===== src/rtl/lfsr_pkg.sv =====
// Shared types and constants for the LFSR random-draw engine.
// Tap masks select the bits XOR-ed into the MSB of a right-shifting
// Fibonacci register; each one gives a maximal-length sequence.
package lfsr_pkg;

    typedef enum logic [1:0] {
        IDLE = 2'd0,
        SPIN = 2'd1,
        HOLD = 2'd2
    } state_e;

    localparam logic [5:0]  TAPS_W6  = 6'h03;          // x^6+x^5+1
    localparam logic [7:0]  TAPS_W8  = 8'h1D;          // x^8+x^6+x^5+x^4+1
    localparam logic [15:0] TAPS_W16 = 16'h002D;       // x^16+x^14+x^13+x^11+1
    localparam logic [31:0] TAPS_W32 = 32'hC000_0401;  // x^32+x^22+x^2+x+1

endpackage


===== src/rtl/lfsr_core.sv =====
// Fibonacci LFSR shift register with seed load, zero-seed substitution
// and a one-cycle seed_zero flag.
// Ports:
//   clk_i        clock, rising edge
//   reset_i      synchronous active-high reset (register -> SEED)
//   step_i       shift once this edge
//   load_i       load seed_i this edge (wins over step_i)
//   seed_i       seed value; zero is replaced by SEED
//   draw_nxt_o   low OUT_W bits of the value the register takes next edge
//   seed_zero_o  high for one cycle after a zero seed was replaced
module lfsr_core
    import lfsr_pkg::*;
#(
    parameter int unsigned      WIDTH = 16,
    parameter int unsigned      OUT_W = 4,
    parameter logic [WIDTH-1:0] TAPS  = WIDTH'(TAPS_W16),
    parameter logic [WIDTH-1:0] SEED  = '1
) (
    input  logic             clk_i,
    input  logic             reset_i,
    input  logic             step_i,
    input  logic             load_i,
    input  logic [WIDTH-1:0] seed_i,
    output logic [OUT_W-1:0] draw_nxt_o,
    output logic             seed_zero_o
);

    logic [WIDTH-1:0] shift_q, shift_d;
    logic             seed_zero_q, seed_zero_d;
    logic             fb;

    // Next register value: load beats step; a zero seed would lock the LFSR.
    always_comb begin
        shift_d     = shift_q;
        seed_zero_d = 1'b0;
        fb          = ^(shift_q & TAPS);
        if (load_i) begin
            if (seed_i == '0) begin
                shift_d     = SEED;
                seed_zero_d = 1'b1;
            end else begin
                shift_d = seed_i;
            end
        end else if (step_i) begin
            shift_d = {fb, shift_q[WIDTH-1:1]};
        end
    end

    always_ff @(posedge clk_i) begin
        if (reset_i) begin
            shift_q     <= SEED;
            seed_zero_q <= 1'b0;
        end else begin
            shift_q     <= shift_d;
            seed_zero_q <= seed_zero_d;
        end
    end

    assign draw_nxt_o  = shift_d[OUT_W-1:0];
    assign seed_zero_o = seed_zero_q;

endmodule


===== src/rtl/lfsr_rng.sv =====
// LFSR random-draw engine: a request spins the LFSR STEPS times, then the
// low OUT_W bits are held on q until the consumer takes them.
// Ports:
//   clk_fpga   clock, rising edge
//   reset      synchronous active-high reset
//   seed_load  load seed_in this cycle; aborts any draw in progress
//   seed_in    seed value (zero replaced by SEED)
//   req        draw request, honoured only in IDLE
//   out_valid  q holds a completed draw
//   out_ready  consumer accepts q when out_valid && out_ready
//   q          drawn value, stable while out_valid
//   busy       a draw is spinning or waiting to be taken
//   seed_zero  one-cycle pulse after a zero seed was replaced
module lfsr_rng
    import lfsr_pkg::*;
#(
    parameter int unsigned      WIDTH    = 16,
    parameter logic [WIDTH-1:0] TAPS     = WIDTH'(TAPS_W16),
    parameter logic [WIDTH-1:0] SEED     = '1,
    parameter int unsigned      OUT_W    = 4,
    parameter int unsigned      STEPS    = 4,
    parameter bit               FREE_RUN = 1'b1
) (
    input  logic             clk_fpga,
    input  logic             reset,
    input  logic             seed_load,
    input  logic [WIDTH-1:0] seed_in,
    input  logic             req,
    output logic             out_valid,
    input  logic             out_ready,
    output logic [OUT_W-1:0] q,
    output logic             busy,
    output logic             seed_zero
);

    localparam int unsigned CNT_W = $clog2(STEPS + 1);

    state_e           state_q, state_d;
    logic [CNT_W-1:0] cnt_q, cnt_d;
    logic [OUT_W-1:0] q_q, q_d;
    logic             valid_q, valid_d;
    logic             busy_q;
    logic             step_c;
    logic [OUT_W-1:0] draw_nxt;

    // Kept out of the FSM block: draw_nxt depends on it.
    assign step_c = !seed_load &&
                    ((state_q == SPIN) || ((state_q == IDLE) && FREE_RUN));

    lfsr_core #(
        .WIDTH (WIDTH),
        .OUT_W (OUT_W),
        .TAPS  (TAPS),
        .SEED  (SEED)
    ) u_core (
        .clk_i       (clk_fpga),
        .reset_i     (reset),
        .step_i      (step_c),
        .load_i      (seed_load),
        .seed_i      (seed_in),
        .draw_nxt_o  (draw_nxt),
        .seed_zero_o (seed_zero)
    );

    // Draw sequencing; a seed load abandons the draw but leaves q untouched.
    always_comb begin
        state_d = state_q;
        cnt_d   = cnt_q;
        q_d     = q_q;
        valid_d = valid_q;
        if (seed_load) begin
            state_d = IDLE;
            valid_d = 1'b0;
        end else begin
            case (state_q)
                IDLE: begin
                    if (req) begin
                        state_d = SPIN;
                        cnt_d   = CNT_W'(STEPS - 1);
                    end
                end
                SPIN: begin
                    if (cnt_q == '0) begin
                        // Capture the value produced by this final step.
                        q_d     = draw_nxt;
                        valid_d = 1'b1;
                        state_d = HOLD;
                    end else begin
                        cnt_d = cnt_q - CNT_W'(1);
                    end
                end
                HOLD: begin
                    if (out_ready) begin
                        valid_d = 1'b0;
                        state_d = IDLE;
                    end
                end
                default: state_d = IDLE;
            endcase
        end
    end

    always_ff @(posedge clk_fpga) begin
        if (reset) begin
            state_q <= IDLE;
            cnt_q   <= '0;
            q_q     <= '0;
            valid_q <= 1'b0;
            busy_q  <= 1'b0;
        end else begin
            state_q <= state_d;
            cnt_q   <= cnt_d;
            q_q     <= q_d;
            valid_q <= valid_d;
            busy_q  <= (state_d != IDLE);
        end
    end

    assign out_valid = valid_q;
    assign q         = q_q;
    assign busy      = busy_q;

endmodule

===== config.mk =====
export PLATFORM = sky130hd
export DESIGN_NAME = lfsr_rng
export DESIGN_NICKNAME = d
export VERILOG_FILES = /design/src/rtl/lfsr_pkg.sv /design/src/rtl/lfsr_core.sv /design/src/rtl/lfsr_rng.sv
export SDC_FILE = /design/constraint.sdc
export NUM_CORES = 1
export LEC_CHECK = 0
export ABC_AREA = 0
export CORE_MARGIN = 2
export CORE_UTILIZATION = 54
export DETAILED_ROUTE_END_ITERATION = 12
export PLACE_DENSITY_LB_ADDON = 0.2
export REMOVE_ABC_BUFFERS = 1
export SYNTH_ARGS = -nofsm -noshare
export SYNTH_HDL_FRONTEND = slang
export SYNTH_SLANG_ARGS = --single-unit
export TNS_END_PERCENT = 20

===== constraint.sdc =====
create_clock -name clk_fpga -period 3 [get_ports clk_fpga]
set_clock_uncertainty 0.15 [all_clocks]
set_input_delay 0.6 -clock clk_fpga [delete_from_list [all_inputs] [get_ports clk_fpga]]
set_output_delay 0.6 -clock clk_fpga [all_outputs]
set_load 0.01 [all_outputs]

==> summary.txt <==
Global route
  – GRT busiest layer: met2
  – Grt total ovfl: 0
  – Met1 global-route usage: 0.2530
  – Largest net degree at the start of global routing: 27
  – Gr usage total: 0.1994
  – Vias in the first global route: 959
  – Met3 usage: 0.03333
  – Grt met2 use: 0.3435
  – Initial antenna violation count: 0
  – First-pass GRT wire length: 4209 um

Timing
  – Min Tclk post-route: about 2.2 ns
  – Highest attainable clock frequency: 450.5 MHz
  – Final setup fails: 0
  – Worst slew pin tran: 0.7891 ns
  – Period utilisation layout: 0.7399
  – Max-slew violation count: 0
  – Hold Worst Slack: 0.3110 ns
  – RSZ-0062 raised after global routing: false
  – Total negative slack: 0 ns
  – Max_slew headroom: 0.4739
  – Fin. Hold Viols: 0

Floorplanning
  – Row Count: 18
  – Initial core utilization: 0.5566
  – Die X: between 50 and 60 um
  – Die H: 54.07 um
  – Ports: 28
  – Die area: 2924 um^2
  – Core area: 2432 um^2

Run status
  – Run status: finished, final reports clean

Yosys
  – Cell count after synthesis: roughly 140
  – Mapped Area: roughly 1400 um^2
  – Syn avg cell area: approximately 9.8 um^2
  – Synth area leaders: dfxtp_1 (41%), mux2i_1 (12%), nand2_1 (6.1%)
  – Yosys top cell by area: dfxtp_1
  – #FFs+latches synth: 28
  – Post-synth cell types: 36
  – Synth top area share: 0.4140
  – Yosys Warn Count: 0
  – Seq/Total Area, Yosys: 0.4140

Clock tree
  – Post-cts sizing count: 0
  – Later-pin clock latency in the skew report: between 0.3 and 0.4 ns
  – Clock Pin Slew Worst Setup and Hold Paths: 0.14 ns
  – Clock Path Buffers: 2
  – TritonCTS buffer count: 3
  – CTS root buffer: clkbuf_4
  – CTS tree: built
  – CTS sink cnt: 28
  – Post-CTS setup buffers: 0
  – H-tree depth: 1
  – CTS Hold Bufs: 0

Worst setup path
  – Internal reg-to-reg setup slack: 1.12 ns
  – Endpoint class of the critical path: flip-flop
  – Reg2reg end: q[0]
  – CP max stage delay: 0.55 ns
  – WS Path Type: in2reg
  – CP Max Fanout: 16
  – Crit path max-delay family: simple AND/OR/NAND/NOR gates
  – Reg2reg start: cnt_q[0]
  – Crit path buf inv count: 1
  – CP required: 3.10 ns
  – FF-to-FF path depth: 6
  – Critical path destination: u_core.shift_q[8]
  – Worst Path Arrival: 2.32 ns
  – CP max-delay cell: or4_4
  – Critical path, cell by cell: clkdlybuf4s50_1, or4_4, nor4_4, a21oi_2, o211ai_1
  – CP Launch Point: seed_in[1]
  – Critical Path Stages: 5
  – Critical Path Start Type: input port

Cells and area
  – Ant. Diodes: 0
  – Area Overhead vs Synth: 23.57%
  – # nets final: 189
  – Fraction of layout cells with a size suffix above 1: 0.1585

Place
  – IO buf count: 27
  – Post-detail-place hpwl: 2041 um
  – RePlAce Congestion: between 0.7 and 0.8

Pwr
  – Seq pwr share: 0.596
  – Net Sw Power: 0.0001750 W
  – Leakage Power: 0.6060 nW
  – Clock power share: 0.218
  – Internal power: about 0.00051 W
  – Comb power frac: 0.185
  – PwrDens: 409.7 nW/um^2
  – Maximum vdd drop: 336.5 uV
  – Total power: 0.0006853 W
  – Sw frac: 0.2554

Detailed routing
  – DRT iter0 DRCs: 8
  – Drt total wl: 2594 um
  – Drt pass-1 iters: 4
  – Routed Antenna Nets: 0
  – Via density per instance: 5.397
  – Via Count: 1,047
  – Wirelength per Cell: 13.37 um
  – DRC Markers: 0

Worst hold path
  – Hold crit path type: reg2reg

Flow run
  – Max Cap Viol: 0
-- how the worst min path moves through the flow --
stage	start	end	slack (ns)	depth (start not counted)
CTS	q[0]	q[0]	0.31	2
finish	q[0]	q[0]	0.31	2
global placement	q[1]	q[1]	0.29	2
floorplan	q[0]	q[0]	0.32	2
detailed placement	q[0]	q[0]	0.30	2
global route	q[0]	q[0]	0.33	2
-- cells in the final DEF, fill, tap and decap left out, types with 2 or more instances in the layout --
master,instances
dfxtp_1,28
clkdlybuf4s50_1,27
nand2_1,22
mux2i_1,16
o211ai_1,6
o211ai_2,6
inv_1,4
mux2_2,4
nor2_1,4
a21oi_1,4
buf_4,4
nor2b_1,3
or3b_2,3
clkbuf_4,3
or4_4,2
nand2b_1,2
nor3_1,2
a311oi_1,2
a211oi_1,2
xor2_1,2
o21ai_0,2
xnor2_1,2
ha_1,2
-- layout make-up --
cell class | instances | area (um^2)
clock buffer | 3 | 22.52
fill | 197 | 759.5
inverter | 4 | 15.01
multi-input combinational | 98 | 737.0
sequential | 28 | 560.5
tap | 30 | 37.54
timing repair buffer | 31 | 300.3
-- through the flow --
step,cell area (um^2),cells,utilization,setup slack [ns]
6_report,1673,194,0.6878,0.7803
5_1_grt,1673,194,0.6878,0.6979
4_1_cts,1673,194,0.6878,0.7855
3_5_place_dp,1650,191,0.6785,0.4284
3_3_place_gp,1650,191,0.6785,0.4874
2_1_floorplan,1313,130,-,0.9910
-- synth_stat cells, drive strengths merged --
master and instances:
xor2 2, nand3 1, buf 5, nor2b 3
a21oi 5, nand2 22, mux2i 16, or4 3
inv 4, a311oi 2, and3 1, or2 1
a22oi 1, nor3 2, ha 2, o2111ai 1
or3b 3, nor4 1, dfxtp 28, a211oi 2
nand3b 1, o211ai 12, mux2 4, or3 1
xnor2 2, nand2b 2, o211a 1, nor2 5
clkbuf 3, o21ai 2
-- logic make-up after synthesis --
logic type	Yosys count	share of synthesized area
compound gates	26	0.1608
xor+xnor	4	0.02588
fa+ha+maj	2	0.01848
buf+inv	12	0.04158
flops	28	0.4140
mux	20	0.1516
simple gates	46	0.1876
-- worst reg2reg max path, delay by kind of cell, from the launching register on --
kind | cells | cell delay, ns
AOI/OAI and AO/OA | 1 | 0.14
adders and majority gates | 1 | 0.17
buffers and inverters | 1 | 0.09
DFF | 1 | 0.33
and+or+nand+nor | 3 | 0.95
-- registers in the layout (all words and copies together) (netlist names) --
name                flops
cnt_q                   3
q                       4
u_core.seed_zero_o      1
out_valid               1
u_core.shift_q         16
state_q                 2
busy                    1
-- routing by layer --
layer	routed length [um]	vias to the layer above
li1	-	543
met1	1187	480
met2	1283	22
met3	107	2
met4	15	0
met5	0	-
-- power by group through the flow --
stage	sequential (W)	combinational, W	clock, W
floorplan	0.000415	0.0000675	0
global placement	0.000415	0.000124	0
detailed placement	0.000417	0.000127	0
CTS	0.000409	0.000128	0.000154
global route	0.000412	0.000140	0.000169
finish	0.000409	0.000127	0.000150
No activity file was read; power rests on OpenSTA's default activity.
